===== config.mk =====
export PLATFORM = sky130hd
export DESIGN_NAME = phase_seq_ctrl_flat
export DESIGN_NICKNAME = d
export VERILOG_FILES = /design/src/rtl/phase_seq_pkg.sv /design/src/rtl/phase_seq_ctrl_if.sv /design/src/rtl/phase_seq_ctrl_dwell_cnt.sv /design/src/rtl/phase_seq_ctrl.sv /design/src/flat_wrapper.sv
export SDC_FILE = /design/constraint.sdc
export NUM_CORES = 1
export LEC_CHECK = 0
export ABC_AREA = 1
export BUFFER_PORTS_ARGS = -buffer_cell sky130_fd_sc_hd__buf_2
export CAP_MARGIN = 20
export CORE_MARGIN = 3
export CORE_UTILIZATION = 55
export DETAILED_ROUTE_END_ITERATION = 8
export PLACE_DENSITY = 0.82
export SYNTH_ARGS = -nofsm -noshare
export SYNTH_HDL_FRONTEND = slang
export SYNTH_SLANG_ARGS = --single-unit

===== constraint.sdc =====
create_clock -name i_clk -period 1.91 [get_ports i_clk]
set_input_delay 0.0955 -clock i_clk [delete_from_list [all_inputs] [get_ports i_clk]]
set_output_delay 0.0955 -clock i_clk [all_outputs]
set_load 0.01 [all_outputs]

===== src/rtl/phase_seq_pkg.sv =====
// Shared types and defaults for the phase sequencer: FSM state encoding,
// default sizing, and the phase-count legality check.
package phase_seq_pkg;

    typedef enum logic [1:0] {
        S_IDLE   = 2'd0,
        S_RUN    = 2'd1,
        S_HOLD   = 2'd2,
        S_FINISH = 2'd3
    } state_e;

    localparam int NPHASE_MAX_DEF = 7;
    localparam int CW_DEF         = 4;

    // Compared as int so an NPH port too narrow to exceed the maximum still lints clean.
    function automatic logic nph_legal(input int n, input int max_n);
        return (n >= 1) && (n <= max_n);
    endfunction

endpackage


===== src/rtl/phase_seq_ctrl_if.sv =====
// Control/status bundle of the phase sequencer; master drives the controls,
// slave (the sequencer) drives the phase outputs and pulses.
interface phase_seq_ctrl_if
    import phase_seq_pkg::*;
#(
    parameter int NPHASE_MAX = NPHASE_MAX_DEF,
    parameter int CW         = CW_DEF,
    parameter int PW         = $clog2(NPHASE_MAX + 1)
);
    logic                  i_en;
    logic                  i_start;
    logic                  i_abort;
    logic                  i_mode;
    logic [CW-1:0]         i_dwell;
    logic [PW-1:0]         i_nph;
    logic [NPHASE_MAX-1:0] o_ph_oh;
    logic [PW-1:0]         o_ph_idx;
    logic                  o_busy;
    logic                  o_done;
    logic                  o_err;

    modport master (
        output i_en, i_start, i_abort, i_mode, i_dwell, i_nph,
        input  o_ph_oh, o_ph_idx, o_busy, o_done, o_err
    );

    modport slave (
        input  i_en, i_start, i_abort, i_mode, i_dwell, i_nph,
        output o_ph_oh, o_ph_idx, o_busy, o_done, o_err
    );
endinterface


===== src/rtl/phase_seq_ctrl_dwell_cnt.sv =====
// Per-phase dwell down-counter: load wins over decrement, and the count
// saturates at zero.
module dwell_cnt #(
    parameter int CW = 4
) (
    input  logic          i_clk,
    input  logic          i_rst_n,
    input  logic          i_load,
    input  logic [CW-1:0] i_load_val,
    input  logic          i_dec_en,
    output logic          o_zero
);
    logic [CW-1:0] r_cnt;

    always_ff @(posedge i_clk or negedge i_rst_n) begin
        if (!i_rst_n)
            r_cnt <= '0;
        else if (i_load)
            r_cnt <= i_load_val;
        else if (i_dec_en && (r_cnt != '0))
            r_cnt <= r_cnt - 1'b1;
    end

    assign o_zero = (r_cnt == '0);
endmodule


===== src/rtl/phase_seq_ctrl.sv =====
// Phase sequencer: steps through NPH phases, each held DWELL+1 enabled cycles,
// with one-shot/repeat modes, EN freeze and ABORT; all outputs registered.
module phase_seq_ctrl
    import phase_seq_pkg::*;
#(
    parameter int  NPHASE_MAX = NPHASE_MAX_DEF,
    parameter int  CW         = CW_DEF,
    localparam int PW         = $clog2(NPHASE_MAX + 1)
) (
    input  logic             i_clk,
    input  logic             i_rst_n,
    phase_seq_ctrl_if.slave  bus
);
    state_e                r_state;
    logic [PW-1:0]         r_phase;
    logic [PW-1:0]         r_nph_l;
    logic [CW-1:0]         r_dwell_l;
    logic                  r_mode_l;
    logic [NPHASE_MAX-1:0] r_ph_oh;
    logic                  r_busy;
    logic                  r_done;
    logic                  r_err;

    logic          w_zero;
    logic          w_legal;
    logic          w_start_ok;
    logic          w_step;
    logic          w_last;
    logic          w_finish;
    logic          w_load;
    logic          w_dec;
    logic [PW-1:0] w_next_ph;
    logic [CW-1:0] w_load_val;

    assign w_legal    = nph_legal(int'(bus.i_nph), NPHASE_MAX);
    assign w_start_ok = (r_state == S_IDLE) && bus.i_start && bus.i_en && !bus.i_abort && w_legal;
    // EN is a pure freeze: a HOLD->RUN cycle already counts as a dwell step.
    assign w_step     = ((r_state == S_RUN) || (r_state == S_HOLD)) && bus.i_en && !bus.i_abort;
    assign w_last     = (r_phase == r_nph_l - PW'(1));
    assign w_finish   = w_step && w_zero && w_last && !r_mode_l;
    assign w_next_ph  = w_last ? '0 : r_phase + PW'(1);
    assign w_load     = w_start_ok || (w_step && w_zero && !w_finish);
    assign w_load_val = w_start_ok ? bus.i_dwell : r_dwell_l;
    assign w_dec      = w_step && !w_zero;

    dwell_cnt #(.CW(CW)) u_dwell (
        .i_clk      (i_clk),
        .i_rst_n    (i_rst_n),
        .i_load     (w_load),
        .i_load_val (w_load_val),
        .i_dec_en   (w_dec),
        .o_zero     (w_zero)
    );

    always_ff @(posedge i_clk or negedge i_rst_n) begin
        if (!i_rst_n) begin
            r_state   <= S_IDLE;
            r_phase   <= '0;
            r_nph_l   <= '0;
            r_dwell_l <= '0;
            r_mode_l  <= 1'b0;
            r_ph_oh   <= '0;
            r_busy    <= 1'b0;
            r_done    <= 1'b0;
            r_err     <= 1'b0;
        end else begin
            r_done <= 1'b0;
            r_err  <= 1'b0;
            if (bus.i_abort) begin
                r_state <= S_IDLE;
                r_phase <= '0;
                r_ph_oh <= '0;
                r_busy  <= 1'b0;
            end else begin
                case (r_state)
                    S_IDLE: begin
                        if (w_start_ok) begin
                            r_state   <= S_RUN;
                            r_nph_l   <= bus.i_nph;
                            r_dwell_l <= bus.i_dwell;
                            r_mode_l  <= bus.i_mode;
                            r_phase   <= '0;
                            r_ph_oh   <= NPHASE_MAX'(1);
                            r_busy    <= 1'b1;
                        end else if (bus.i_start && bus.i_en && !w_legal) begin
                            r_err <= 1'b1;
                        end
                    end
                    S_RUN, S_HOLD: begin
                        if (!bus.i_en) begin
                            r_state <= S_HOLD;
                        end else begin
                            r_state <= S_RUN;
                            if (w_finish) begin
                                r_state <= S_FINISH;
                                r_phase <= '0;
                                r_ph_oh <= '0;
                                r_busy  <= 1'b0;
                                r_done  <= 1'b1;
                            end else if (w_zero) begin
                                r_phase <= w_next_ph;
                                r_ph_oh <= NPHASE_MAX'(1) << w_next_ph;
                            end
                        end
                    end
                    S_FINISH: r_state <= S_IDLE;
                    default:  r_state <= S_IDLE;
                endcase
            end
        end
    end

    assign bus.o_ph_oh  = r_ph_oh;
    assign bus.o_ph_idx = r_phase;
    assign bus.o_busy   = r_busy;
    assign bus.o_done   = r_done;
    assign bus.o_err    = r_err;
endmodule


===== src/flat_wrapper.sv =====
// flat-port wrapper written by rule: the top's interface ports become plain ports
module phase_seq_ctrl_flat import phase_seq_pkg::*;
#(
    parameter int  NPHASE_MAX = NPHASE_MAX_DEF,
    parameter int  CW         = CW_DEF,
    localparam int PW         = $clog2(NPHASE_MAX + 1)
)
  (i_clk, i_rst_n, bus_i_en, bus_i_start, bus_i_abort, bus_i_mode, bus_i_dwell, bus_i_nph, bus_o_ph_oh, bus_o_ph_idx, bus_o_busy, bus_o_done, bus_o_err);
  phase_seq_ctrl_if #(.NPHASE_MAX(NPHASE_MAX), .CW(CW), .PW(($clog2((6) + 1)))) bus_i ();
  input  logic i_clk;
  input  logic i_rst_n;
  input wire logic [$bits(bus_i.i_en)-1:0] bus_i_en;
  input wire logic [$bits(bus_i.i_start)-1:0] bus_i_start;
  input wire logic [$bits(bus_i.i_abort)-1:0] bus_i_abort;
  input wire logic [$bits(bus_i.i_mode)-1:0] bus_i_mode;
  input wire logic [$bits(bus_i.i_dwell)-1:0] bus_i_dwell;
  input wire logic [$bits(bus_i.i_nph)-1:0] bus_i_nph;
  output wire logic [$bits(bus_i.o_ph_oh)-1:0] bus_o_ph_oh;
  output wire logic [$bits(bus_i.o_ph_idx)-1:0] bus_o_ph_idx;
  output wire logic [$bits(bus_i.o_busy)-1:0] bus_o_busy;
  output wire logic [$bits(bus_i.o_done)-1:0] bus_o_done;
  output wire logic [$bits(bus_i.o_err)-1:0] bus_o_err;
  assign bus_i.i_en = bus_i_en;
  assign bus_i.i_start = bus_i_start;
  assign bus_i.i_abort = bus_i_abort;
  assign bus_i.i_mode = bus_i_mode;
  assign bus_i.i_dwell = bus_i_dwell;
  assign bus_i.i_nph = bus_i_nph;
  assign bus_o_ph_oh = bus_i.o_ph_oh;
  assign bus_o_ph_idx = bus_i.o_ph_idx;
  assign bus_o_busy = bus_i.o_busy;
  assign bus_o_done = bus_i.o_done;
  assign bus_o_err = bus_i.o_err;
  phase_seq_ctrl #(.NPHASE_MAX(NPHASE_MAX), .CW(CW)) u_core (.i_clk(i_clk), .i_rst_n(i_rst_n), .bus(bus_i));
endmodule

---- Word level (Yosys, flattened, before mapping) ----
Index checks and enable logic that the tools add are counted.
cells by class
  add/subtract/negate cells ............... 3
  $lt $le $gt $ge ......................... 1
  equal/unequal tests ..................... 8
  shifts and indexed selects .............. 1
  mux-type cells .......................... 34
  bitwise operators ....................... 1
  reduce and logical (&&, ||, !) cells .... 31
operators with widths
  cell                   count
  $mux W7                5
  $mux W3                6
  $logic_and A1 B1 Y1    14
  $pmux W7 S2            1
  $mux W1                12
  $mux W4                3
  $mux W2                4
  $reduce_and A4 Y1      2
  $shl A1 B3 Y7 const A  1
  $ne A3 B2 Y1 const B   2
  $pmux W2 S3            1
  $pmux W3 S2            1
  $logic_not A1 Y1       5
  $eq A2 B2 Y1 const B   2
  $logic_not A4 Y1       1
  $ne A4 B2 Y1 const B   1
  $reduce_bool A4 Y1     1
  $sub A4 B1 Y4 const B  1
  $add A3 B1 Y3 const B  1
  $eq A3 B3 Y1           1
  $ge A3 B1 Y1 const B   1
  $ne A3 B3 Y1 const B   1
  $reduce_and A3 Y1      1
  $reduce_bool A3 Y1     1
  9 further kinds        10
storage, ports and cells
  register bits ........................... 27
  input bits .............................. 13
  output and inout port bits .............. 13
  word-level logic and storage cells ...... 89

---- Logic depth before layout (Yosys ltp) ----
Gate-level depths: netlist of run 1.
  depth in word-level cells ............... 11
  gate-level depth with buffers ........... 14

---- Hierarchy ----
Synthesis of run 1 repeated with hierarchy kept, for this count alone.
unflattened totals
  cells, all modules ...................... 202
  area, all modules ....................... 1529.0 um^2
modules (own cells, without submodules)
  module          times used  cells each  area each (um^2)
  phase_seq_ctrl  1           156         1233.7
  dwell_cnt       1           46          295.3

---- Worst setup path before layout of run 1 ----
No wires, ideal clock.
  path kind ............................... register to register
  from .................................... reg u_core.r_nph_l[0]
  to ...................................... reg u_core.r_phase[0] (netlist: u_core.bus.o_ph_idx[0])
  setup time .............................. 127 ps
  arrival ................................. 1525 ps
  data required time ...................... 1783 ps
  path slack .............................. 258 ps
  stages on the path, launching flop included .. 11
  path buffers ............................ 1
  clock period less this slack ............ 1652 ps
  cells stage by stage .................... dfrtp_1 > inv_1 > ha_1 > xnor2_1 > nor2_1 > nand3_2 > nand2_2 > nand2_2 > nand2_4 > buf_12 > o21ai_0
on the way
  word-level cells in the longest chain between the ends .. 8
  elaborated cells between the ends (all ways) .. 12
  classes of those cells .................. 1 x add/sub; 2 x eq/ne; 6 x mux; 3 x reduce/logical
RTL lines
  item                                            RTL line                                     text
  from (decl)                                     phase_seq_ctrl.sv:16                         logic [PW-1:0] r_nph_l;
  from (signal assigned)                          phase_seq_ctrl.sv:79                         r_nph_l <= bus.i_nph;
  $sub A3 B1 Y3 *                                 phase_seq_ctrl.sv:39                         assign w_last = (r_phase == r_nph_l - PW'(1));
  $eq A3 B3 Y1 *                                  phase_seq_ctrl.sv:39
  $mux W3 or $logic_and A1 B1 Y1 (tied branches)  phase_seq_ctrl.sv:41, phase_seq_ctrl.sv:40
  $mux W3 or $logic_and A1 B1 Y1 (tied branches)  phase_seq_ctrl.sv:100, phase_seq_ctrl.sv:40
  $mux W3                                         phase_seq_ctrl.sv:94                         if (w_finish) begin
  $mux W3                                         phase_seq_ctrl.sv:90                         if (!bus.i_en) begin
  $pmux W3 S2                                     phase_seq_ctrl.sv:75                         case (r_state)
  $mux W3                                         phase_seq_ctrl.sv:69                         if (bus.i_abort) begin
  to (signal assigned)                            phase_seq_ctrl.sv:101                        r_phase <= w_next_ph;
  to (decl)                                       phase_seq_ctrl.sv:15                         logic [PW-1:0] r_phase;
Every way passes the cells marked *; elsewhere a longest branch is shown, timed or not. The select of a mux whose other input is x is not followed.
A chain may end at the register's enable or synchronous reset.

---- Final worst setup path of run 1 ----
  from .................................... reg u_core.r_state[0]
  to ...................................... reg u_core.r_phase[2] (netlist: u_core.bus.o_ph_idx[2])
on the way
  word-level cells in the longest chain between the ends .. 11
  elaborated cells between the ends (all ways) .. 23
  classes of those cells .................. 5 x eq/ne; 4 x mux; 14 x reduce/logical
RTL lines
  item                                          RTL line                                    text
  from (decl)                                   phase_seq_ctrl.sv:14                        state_e r_state;
  from (signal assigned)                        phase_seq_ctrl.sv:57                        r_state <= S_IDLE;
  from (signal assigned)                        phase_seq_ctrl.sv:70                        r_state <= S_IDLE;
  from (signal assigned)                        phase_seq_ctrl.sv:78                        r_state <= S_RUN;
  $eq A2 B1 Y1 or $eq A2 B2 Y1 (tied branches)  phase_seq_ctrl.sv:38, phase_seq_ctrl.sv:75
  $logic_or A1 B1 Y1                            phase_seq_ctrl.sv:38                        assign w_step = ((r_state == S_RUN) || (r_state == S_HOLD)) && bus.i_en && !bus.i_abort;
  $logic_and A1 B1 Y1 (2 in a row)              phase_seq_ctrl.sv:38
  $logic_and A1 B1 Y1 (3 in a row)              phase_seq_ctrl.sv:40                        assign w_finish = w_step && w_zero && w_last && !r_mode_l;
  $mux W3                                       phase_seq_ctrl.sv:94
  $mux W3                                       phase_seq_ctrl.sv:90
  $pmux W3 S2                                   phase_seq_ctrl.sv:75
  $mux W3                                       phase_seq_ctrl.sv:69
Several ways; a longest one is shown, not always the timed one. The select of a mux whose other input is x is not followed.

==> run summary, run 1 <==
status -> complete, no violations
synthesis warning total -> 0
Mapped Cells -> 194
Die Wd -> 58.64 um
Filler Cell Count -> 213
largest net degree at the start of global routing -> 28
Seq/Total Area, Yosys -> 44.33%
Sw Ratio -> 43.81%
IO buf count -> 25
antenna fix cells -> 0
PD cells -> 1311 nW/um^2
Flop pwr share -> 36.0%
fin nets -> 246
syn_nets -> 212
TNS Setup -> 0 ns
vias -> 1315
row cnt -> 18
clk slew on worst S/H paths -> 0.13 ns
total routing usage reported by global routing -> 18.29%
Critical Path End Type -> flip-flop
DRC -> 0
Ports -> 26
max_cap viols -> 0
hpwl dp -> 2179 um
EDFF count, synth -> 0
Max Clock Freq -> 557.3 MHz
Yosys cell types -> 25
final worst slack -> 0.1157 ns
ANT nets after route -> 0
CTS buffer count -> 3
Post-synth top cells -> nand2_1 (54), inv_1 (31), dfrtp_1 (27)
CTS H-Tree Depth -> 1
Multi-input gate area -> 747.0 um^2
measured slew at the worst slew-check pin -> 0.5778 ns
final wirelength -> 3034 um
internal power -> 0.001319 W
CTS Sinks -> 27
Clock Latency Late Sink -> 0.32 ns
first drt pass iteration count -> 5
routability cong. -> 0.7809
Layout area overhead -> 17.49%
clock share of power -> 10.1%
layout cell share with drive strength beyond 1 -> 26.87%
Post-synth ARST share -> 100.0%
dominant cell type by area after synthesis -> dfrtp_1
Cell Area, Synth -> 1524 um^2
Period minus WS final -> 1.794 ns
Root Driver -> clkbuf_4
Critical Path AT -> 2.05 ns
setup skew after layout -> 0.002410 ns
final count of hold timing violations -> 0
CTS tree -> built
WP data required -> 2.17 ns
switching pwr -> 0.001029 W
Vias/cell -> 5.117
top-area cell type share of the netlist area -> 44.33%
Setup Viol. Count Final -> 0
routed len/inst -> 11.81 um
Worst Path Max Fanout -> 6
Comb pwr share -> 53.9%
Starting Density -> 59.88%
clock buffer depth -> 2
core box area -> 2545 um^2
Synth Area per Inst -> 7.855 um^2
Pleak -> 1.003 nW
Synth area leaders -> dfrtp_1 (44%), nand2_1 (13%), inv_1 (7.6%)
synthesized flop and latch total -> 27
Iter 0 DRT Violations -> 54
CP startpoint kind -> flip-flop
Place WS -> 0.04390 ns
most instantiated library cell after synthesis -> nand2_1
kind of critical path -> flip-flop to flip-flop
flop2flop setup slack -> 0.12 ns
fin. max-slew vios -> 0
Slew headroom -> 61.48%
Die Height -> 58.64 um
fin crit share -> 93.94%
FF/Latch Area -> 675.6 um^2
HP Class -> primary input to flip-flop
worst vdd ir -> 0.9805 mV
first-pass GRT wire length -> 4823 um
vias in the first global route -> 1147
grt ovf -> 0
Synth Flop Type -> dfrtp_1
die area -> 3439 um^2
initial antenna violation count -> 0
## power groups by stage
stage / logic, W / clock network, W / registers (W)
3_5_place_dp: 0.00106 / 0 / 0.000852
4_1_cts: 0.00106 / 0.000247 / 0.000843
2_1_floorplan: 0.000884 / 0 / 0.000850
5_1_grt: 0.00144 / 0.000269 / 0.000872
3_3_place_gp: 0.00102 / 0 / 0.000849
6_report: 0.00127 / 0.000236 / 0.000846
## layout make-up
| type | instances | area share (%) |
|---|---|---|
| inverters | 34 | 7.268 |
| clock buffers | 3 | 1.258 |
| well taps | 30 | 2.096 |
| clock inverters | 1 | 0.2795 |
| multi-input cells | 131 | 41.72 |
| flip-flops and latches | 27 | 37.74 |
| repair buffers | 31 | 9.644 |
## cells in the final DEF, fill, tap and decap left out, types with 5 or more instances in the layout
master | netlist | routed
inv_1 | 31 | 29
nand3_1 | 15 | 15
nand4_1 | 6 | 6
nand2_1 | 54 | 51
nor2_1 | 13 | 11
o21ai_0 | 11 | 11
nand2_2 | 5 | 9
buf_2 | 2 | 25
buf_4 | 0 | 5
dfrtp_1 | 27 | 27
## timing repair
action | in CTS | in global routing
hold endpoints to repair | 27 | 0
gates resized for setup | 0 | 13
endpoints found under the setup margin | 0 | 14
setup buffers | 0 | 4
hold buffers | 1 | 0
## cell families (layout without fill, tap and decap cells)
| logic type | Yosys count | in the layout | synth area share [%] |
|---|---|---|---|
| fa+ha+maj | 5 | 5 | 4.105 |
| simple gates | 102 | 103 | 31.69 |
| compound gates | 17 | 17 | 6.076 |
| xor+xnor | 6 | 6 | 3.448 |
| buf+inv | 37 | 69 | 10.34 |
| flops | 27 | 27 | 44.34 |
## per-stage QoR
| stage | hold slack [ns] | instances | power (W) | utilization, % | area (um^2) |
|---|---|---|---|---|---|
| after floorplan | -0.2001 | 194 | 0.001733 | - | 1524 |
| after global placement | 0.1332 | 247 | 0.001864 | 65.39 | 1664 |
| after detailed placement | 0.1245 | 247 | 0.001907 | 65.39 | 1664 |
| after CTS | 0.01045 | 252 | 0.002146 | 66.86 | 1702 |
| after global routing | 0.01959 | 257 | 0.002577 | 70.35 | 1790 |
| final | 0.01827 | 257 | 0.002348 | 70.35 | 1790 |
## sequential cells by signal, summed over array words and instances (netlist names)
name                  count
u_core.bus.o_done         1
u_core.bus.o_err          1
u_core.bus.o_ph_idx       3
u_core.r_state            2
u_core.r_dwell_l          4
u_core.r_nph_l            3
u_core.r_mode_l           1
u_core.bus.o_busy         1
u_core.bus.o_ph_oh        7
u_core.u_dwell.r_cnt      4
## metal layers
layer	vias to the layer above	routed length [um]	global-route usage, %
met3	7	131	1.974
met2	30	1401	27.91
met5	-	0	0
met1	607	1448	26.38
li1	671	-	-
met4	0	53	8.091
## final timing paths
path | start | end | cells after the start
min | bus_i_start | u_core.bus.o_err | 3
min reg2reg | u_core.bus.o_ph_oh[5] | u_core.bus.o_ph_oh[5] | 2
max | u_core.r_state[0] | u_core.bus.o_ph_idx[2] | 11
max reg2reg | u_core.r_state[0] | u_core.bus.o_ph_idx[2] | 11
max in group asynchronous | i_rst_n | u_core.bus.o_ph_oh[5] | 2
min in group asynchronous | i_rst_n | u_core.r_nph_l[2] | 2
## critical path, cell delays in order (launching register included)
cell	delay [ns]
dfrtp_1	0.39
inv_1	0.14
ha_4	0.24
inv_1	0.09
nand2_1	0.05
and3_2	0.19
a21oi_4	0.17
nand2_2	0.12
nand2_4	0.12
buf_4	0.12
nand2_1	0.04
o21ai_0	0.07
No activity file was read; power rests on OpenSTA's default activity.
==> inputs of run 2 (changes only) <==
--- a/config.mk
+++ b/config.mk
@@ -5,7 +5,6 @@
 export SDC_FILE = /design/constraint.sdc
 export NUM_CORES = 1
 export LEC_CHECK = 0
-export ABC_AREA = 1
 export BUFFER_PORTS_ARGS = -buffer_cell sky130_fd_sc_hd__buf_2
 export CAP_MARGIN = 20
 export CORE_MARGIN = 3
==> run 2 against run 1 <==
Area after synthesis is 4.7% higher. Core utilization is 5.1 points higher. Worst hold slack better by 0.0054 ns. Critical path depth is 5 lower. Clock skew is 0.00080 ns lower. Register-to-register slack worse by 0.09 ns. Total power is 18% higher. Count of clock-buffer cells in the layout is 1 higher. Synthesized cell count is 18% lower. Wire length is 26% higher. Sequential power is 11% higher. Critical endpoint is now u_core.bus.o_ph_idx[1]. Highest routed layer unchanged.
==> run summary, run 2 <==
CTS buffer count -> 3 (unchanged)
Period minus WS final -> 1.884 ns (+0.09007 ns)
die area -> 3583 um^2 (+4.2%)
Synth Flop Type -> dfrtp_1
vias -> 1411 (+7.3%)
Layout Cells excl Fill -> 228 (-11%)
design area -> 1972 um^2 (+10%)
routability cong. -> 0.8406 (+7.6%)
Iter 0 DRT Violations -> 80 (+48%)
clock buffer depth -> 2 (unchanged)
vias in the first global route -> 1268 (+11%)
most instantiated library cell after synthesis -> dfrtp_1
final count of hold timing violations -> 0 (unchanged)
Clock Latency Late Sink -> 0.32 ns (about the same)
max_cap viols -> 0 (unchanged)
Synth area leaders -> dfrtp_1 (42%), nand2_1 (5.2%), ha_1 (3.9%)
Worst Path Max Fanout -> 8 (+2)
max reg flops -> 7 (unchanged)
final worst slack -> 0.02558 ns (-0.09007 ns)
fin. max-slew vios -> 0 (unchanged)
Setup Viol. Count Final -> 0 (unchanged)
routed len/inst -> 16.83 um (+43%)
PD cells -> 1399 nW/um^2 (+6.7%)
Seq/Total Area, Yosys -> 42.35% (-2.0 points)
Die Height -> 59.86 um (+2.1%)
Synth Area per Inst -> 9.971 um^2 (+27%)
antenna fix cells -> 0 (unchanged)
FF/Latch Area -> 676.9 um^2 (+0.19%)
Multi-input gate area -> 920.9 um^2 (+23%)
commonest non-fill, non-tap cells in the layout -> dfrtp_1 (26), buf_2 (25), nand2_1 (22), inv_1 (11), o21ai_0 (10)
Pleak -> 0.9279 nW (-7.5%)
Max Clock Freq -> 530.7 MHz (-4.8%)
hpwl dp -> 2572 um (+18%)
most common cell after layout, fill and taps aside -> dfrtp_1
Die Wd -> 59.86 um (+2.1%)
Slew headroom -> 61.10% (-0.38 points)
initial antenna violation count -> 0 (unchanged)
Critical Path AT -> 2.11 ns (+0.06 ns)
status -> complete, no violations
worst vdd ir -> 1.018 mV (+3.9%)
CTS tree -> built
Place WS -> -0.02867 ns (-0.07257 ns)
Filler Cell Count -> 181 (-15%)
CTS H-Tree Depth -> 1 (unchanged)
Cell Area, Synth -> 1595 um^2 (+4.7%)
Yosys cell types -> 51 (+100%)
placed cells -> 211 (-15%)
WP data required -> 2.14 ns (-0.03 ns)
Final Total Pwr -> 0.002759 W (+18%)
fin crit share -> 98.66% (+4.7 points)
synthesis warning total -> 0 (unchanged)
first drt pass iteration count -> 6 (+1)
Root Driver -> clkbuf_4
CP startpoint kind -> flip-flop
DRC -> 0 (unchanged)
synthesized flop and latch total -> 27 (unchanged)
Post-synth ARST share -> 100.0% (unchanged)
setup skew after layout -> 0.001612 ns (-0.0007976 ns)
core box area -> 2613 um^2 (+2.7%)
ANT nets after route -> 0 (unchanged)
EDFF count, synth -> 0 (unchanged)
final wirelength -> 3838 um (+26%)
clk slew on worst S/H paths -> 0.14 ns (about the same)
Starting Density -> 61.06% (+1.2 points)
Vias/cell -> 6.189 (+21%)
Mapped Cells -> 160 (-18%)
first-pass GRT wire length -> 5796 um (+20%)
total routing usage reported by global routing -> 21.53% (+3.2 points)
dominant cell type by area after synthesis -> dfrtp_1
Critical Path End Type -> flip-flop
CTS Sinks -> 27 (unchanged)
largest net degree at the start of global routing -> 28 (unchanged)
Ports -> 26 (unchanged)
HP Class -> primary input to flip-flop
Layout area overhead -> 23.61%
grt ovf -> 0 (unchanged)
syn_nets -> 178 (-16%)
IO buf count -> 25 (unchanged)
measured slew at the worst slew-check pin -> 0.5835 ns (+0.005683 ns)
top-area cell type share of the netlist area -> 42.35% (-2.0 points)
Post-synth top cells -> dfrtp_1 (27), nand2_1 (22), inv_1 (12)
layout cell share with drive strength beyond 1 -> 30.30% (+3.4 points)
fin nets -> 217 (-12%)
row cnt -> 18 (unchanged)
area post-placement -> 1729 um^2 (+3.9%)
kind of critical path -> flip-flop to flip-flop
[run 2: changes by cell type after synthesis, sizes merged, moves of 3 or more]
| cell | previous run | this run |
|---|---|---|
| nor3 | 1 | 4 |
| nand4 | 7 | 0 |
| nand2 | 60 | 22 |
| nor2 | 15 | 8 |
| mux2i | 0 | 3 |
| inv | 34 | 12 |
| o211ai | 0 | 4 |
| nand3 | 18 | 6 |
| a22o | 0 | 5 |
[run 2: cell families (layout without fill, tap and decap cells)]
group / Yosys count / after routing / synth area share (%)
XOR/XNOR: 7 / 7 / 5.177
AND/OR/NAND/NOR: 55 / 55 / 18.90
buffers and inverters: 18 / 56 / 5.568
AO/OA/AOI/OAI: 44 / 44 / 21.49
multiplexers: 4 / 4 / 2.588
flip-flops: 27 / 27 / 42.35
adder cells (fa/ha/maj): 5 / 5 / 3.922
[run 2: final timing paths]
check                                    start                      to  slack [ns]  cells after the start
setup / recovery             u_core.r_state[1]  u_core.bus.o_ph_idx[1]        0.03                      6
hold / removal                     bus_i_start        u_core.bus.o_err        0.02                      3
setup reg to reg             u_core.r_state[1]  u_core.bus.o_ph_idx[1]        0.03                      6
hold reg to reg            u_core.r_dwell_l[0]     u_core.r_dwell_l[0]        0.49                      2
max in group asynchronous              i_rst_n  u_core.bus.o_ph_idx[0]        1.21                      2
min in group asynchronous              i_rst_n   u_core.bus.o_ph_oh[0]        0.28                      2
[run 2: final cells by class]
type                            instances  share of cell area [%]
Multi-Input combinational cell        115                   46.70
Timing Repair Buffer                   40                   13.45
Inverter                               12                   2.284
Clock buffer                            4                   1.332
Tap cell                               30                   1.904
Sequential cell                        27                   34.33
[run 2: critical path: stages, from the launching register on]
cell	delay, ns
dfrtp_1	0.41
inv_1	0.12
ha_4	0.23
nor2b_1	0.17
o221a_2	0.27
nor2_4	0.22
mux2_2	0.36
[run 2: power by group]
group          switching (W)  total [W]  internal, W
logic               0.000838    0.00157     0.000734
clock network       0.000163   0.000244    0.0000818
registers           0.000190   0.000942     0.000752
total                0.00119    0.00276      0.00157
[run 2: metal layers]
layer	routed length, um	up-vias	global-route usage (%)
li1	-	659	-
met4	92	0	9.494
met5	0	-	0
met1	1612	673	30.96
met3	301	12	3.456
met2	1832	67	31.79
[run 2: timing repair]
item,4_1_cts,5_1_grt
endpoints found under the setup margin,3,12
gates resized for setup,3,12
pin swaps,0,2
setup buffers,0,7
hold endpoints to repair,33,0
hold buffers,6,0
[run 2: stage by stage]
stage | hold WS (ns) | setup TNS, ns | utilization [%]
floorplan | -0.2001 | 0 | -
global placement | 0.1203 | 0 | 66.19
detailed placement | 0.1306 | -0.07310 | 66.19
CTS | 0.008142 | -0.0006339 | 70.11
global route | 0.001266 | -0.06146 | 75.48
finish | 0.02370 | 0 | 75.48
==> inputs of run 3 (changes only) <==
--- a/config.mk
+++ b/config.mk
@@ -8,9 +8,9 @@
 export BUFFER_PORTS_ARGS = -buffer_cell sky130_fd_sc_hd__buf_2
 export CAP_MARGIN = 20
 export CORE_MARGIN = 3
-export CORE_UTILIZATION = 55
+export CORE_UTILIZATION = 60
 export DETAILED_ROUTE_END_ITERATION = 8
-export PLACE_DENSITY = 0.82
+export PLACE_DENSITY = 0.88
 export SYNTH_ARGS = -nofsm -noshare
 export SYNTH_HDL_FRONTEND = slang
 export SYNTH_SLANG_ARGS = --single-unit
==> constraint.sdc (replaced) <==
create_clock -name i_clk -period 2.35 [get_ports i_clk]
set_input_delay 0.1175 -clock i_clk [delete_from_list [all_inputs] [get_ports i_clk]]
set_output_delay 0.1175 -clock i_clk [all_outputs]
set_load 0.01 [all_outputs]
==> run 3 against run 2 <==
Critical path depth unchanged. Die area decreased by 7.5%. Clock skew about the same. Largest power group unchanged. Worst setup slack improved by 0.22 ns.
==> run summary, run 3 (synthesis results as in run 2) <==
CP bufs+invs -> 1 (unchanged)
flop2flop setup slack -> 0.24 ns (+0.22 ns)
Setup Viol. Count Final -> 0 (unchanged)
vias in the first global route -> 1344 (+6.0%)
area post-placement -> 1714 um^2 (-0.87%)
Comb pwr share -> 48.2% (-8.8 points)
CTS Sinks -> 27 (unchanged)
Flop pwr share -> 41.0% (+6.8 points)
Filler Cell Count -> 174 (-3.9%)
CP cell instances -> inv_1 -> ha_1 -> xor2_1 -> a311oi_1 -> or2_1 -> o41ai_2
commonest non-fill, non-tap cells in the layout -> dfrtp_1 (27), buf_2 (25), nand2_1 (22), inv_1 (12), o21ai_0 (10)
cell family with most CP delay -> compound AO/OA/AOI/OAI gates
vias -> 1346 (-4.6%)
Max Clock Freq -> 475.0 MHz (-10%)
fin util -> 71.67% (-3.8 points)
IO buf count -> 25 (unchanged)
core box area -> 2500 um^2 (-4.3%)
Starting Density -> 63.81% (+2.8 points)
most common cell after layout, fill and taps aside -> dfrtp_1
R2R Path Start -> u_core.r_nph_l[0]
WP data required -> 2.58 ns (+0.44 ns)
max_cap viols -> 0 (unchanged)
CP max-delay cell -> dfrtp_1
reg2reg end -> u_core.bus.o_ph_oh[2]
worst r2r path cells -> 6 (unchanged)
routed len/inst -> 16.47 um (-2.2%)
final wirelength -> 3590 um (-6.5%)
Vias/cell -> 6.174 (-0.23%)
total routing usage reported by global routing -> 22.91% (+1.4 points)
PD cells -> 1031 nW/um^2 (-26%)
layout cell share with drive strength beyond 1 -> 21.28% (-9.0 points)
routability cong. -> 0.8463 (+0.68%)
final count of hold timing violations -> 0 (unchanged)
clock buffer depth -> 2 (unchanged)
Layout Cells excl Fill -> 218 (-4.4%)
clock share of power -> 10.9% (+2.0 points)
RSZ-0062 raised after global routing -> false
worst vdd ir -> 0.6729 mV (-34%)
CP startpoint kind -> flip-flop
max reg flops -> 7 (unchanged)
grt ovf -> 0 (unchanged)
placed cells -> 209 (-0.95%)
Worst Path Max Fanout -> 4 (-4)
Ports -> 26 (unchanged)
Root Driver -> clkbuf_4
WHS Endpoint -> u_core.r_dwell_l[0]
switching pwr -> 0.0008113 W (-32%)
Die Wd -> 57.57 um (-3.8%)
Layout area overhead -> 12.31%
CTS tree -> built
measured slew at the worst slew-check pin -> 0.5788 ns (-0.004684 ns)
fin crit share -> 89.59% (-9.1 points)
DRC -> 0 (unchanged)
fin nets -> 207 (-4.6%)
clk slew on worst S/H paths -> 0.14 ns (about the same)
Clock Latency Late Sink -> 0.33 ns (about the same)
design area -> 1792 um^2 (-9.1%)
ANT nets after route -> 0 (unchanged)
status -> complete, no violations
CTS H-Tree Depth -> 1 (unchanged)
CTS buffer count -> 3 (unchanged)
initial antenna violation count -> 0 (unchanged)
HP Class -> primary input to flip-flop
Die Height -> 57.57 um (-3.8%)
worst min-delay path startpoint -> bus_i_dwell[0]
Critical Path End Type -> flip-flop
Period minus WS final -> 2.105 ns (+0.2211 ns)
die area -> 3314 um^2 (-7.5%)
first drt pass iteration count -> 4 (-2)
Crit path largest cell delay -> 0.43 ns (+0.02 ns)
fin. max-slew vios -> 0 (unchanged)
TNS Setup -> 0 ns (unchanged)
largest net degree at the start of global routing -> 28 (unchanged)
Sw Ratio -> 43.92% (+0.78 points)
antenna fix cells -> 0 (unchanged)
Critical Path AT -> 2.33 ns (+0.22 ns)
first-pass GRT wire length -> 5892 um (+1.7%)
row cnt -> 18 (unchanged)
Hold Path Cell Cnt -> 3 (unchanged)
hpwl dp -> 2579 um (+0.25%)
Iter 0 DRT Violations -> 86 (+7.5%)
Slew headroom -> 61.41% (+0.31 points)
internal power -> 0.001036 W (-34%)
kind of critical path -> flip-flop to flip-flop
Pleak -> 0.8688 nW (-6.4%)
Final Total Pwr -> 0.001847 W (-33%)
setup skew after layout -> 0.001467 ns (-0.0001447 ns)
==> run 3: cell types whose count changed in the layout (fill, tap and decap cells not counted), sizes merged <==
| cell | delta |
|---|---|
| buf | -9 |
| clkbuf | -1 |
| clkinv | +1 |
| dlygate4sd3 | -1 |
==> run 3: tightest hold or removal path: cells and delay by family <==
kind	cells	cell delay [ns]
buffers and inverters	1	0.07
AND/OR/NAND/NOR	2	0.12
==> run 3: worst max path at each step <==
stage	slack, ns	from	end	depth (start not counted)
floorplan	0.53	u_core.r_nph_l[0]	u_core.bus.o_ph_oh[2]	6
detailed placement	0.34	u_core.r_nph_l[0]	u_core.bus.o_ph_oh[2]	6
global route	0.09	u_core.r_nph_l[0]	u_core.bus.o_ph_oh[2]	6
global placement	0.46	u_core.r_nph_l[0]	u_core.u_dwell.r_cnt[0]	6
finish	0.24	u_core.r_nph_l[0]	u_core.bus.o_ph_oh[2]	6
CTS	0.26	u_core.r_nph_l[0]	u_core.bus.o_ph_oh[2]	6
==> run 3: power by group through the flow <==
stage	sequential, W	clock (W)	combinational (W)
6_report	0.000757	0.000201	0.000890
3_3_place_gp	0.000752	0	0.000826
4_1_cts	0.000755	0.000209	0.000872
2_1_floorplan	0.000738	0	0.000710
3_5_place_dp	0.000766	0	0.000859
5_1_grt	0.000777	0.000228	0.000992
==> run 3: final cells by class <==
class,count,area [um^2],area share [%]
multi-input cells,115,830.8,46.37
flip-flops and latches,27,675.6,37.71
repair buffers,30,175.2,9.777
inverters,12,45.04,2.514
well taps,30,37.54,2.095
clock buffers,3,22.52,1.257
clock inverters,1,5.005,0.2793
==> run 3: layer usage <==
| layer | vias up | global-route usage [%] | share of wire [%] |
|---|---|---|---|
| met2 | 62 | 34.19 | 46 |
| li1 | 640 | - | - |
| met1 | 631 | 31.34 | 44 |
| met4 | 0 | 11.92 | 2.5 |
| met5 | - | 0 | 0 |
| met3 | 13 | 4.751 | 7.2 |
==> run 3: timing repair <==
| action | CTS | global route |
|---|---|---|
| hold buffers | 5 | 0 |
| hold endpoints to repair | 31 | 0 |
| gates resized for setup | 0 | 0 |
| buffers inserted | 0 | 0 |
==> run 3: per-stage QoR <==
| stage | hold slack, ns | setup WS, ns |
|---|---|---|
| 2_1_floorplan | -0.1781 | 0.5333 |
| 3_3_place_gp | 0.1449 | 0.4574 |
| 3_5_place_dp | 0.1556 | 0.3433 |
| 4_1_cts | 0.009706 | 0.2577 |
| 5_1_grt | 0.01046 | 0.09403 |
| 6_report | 0.01479 | 0.2445 |
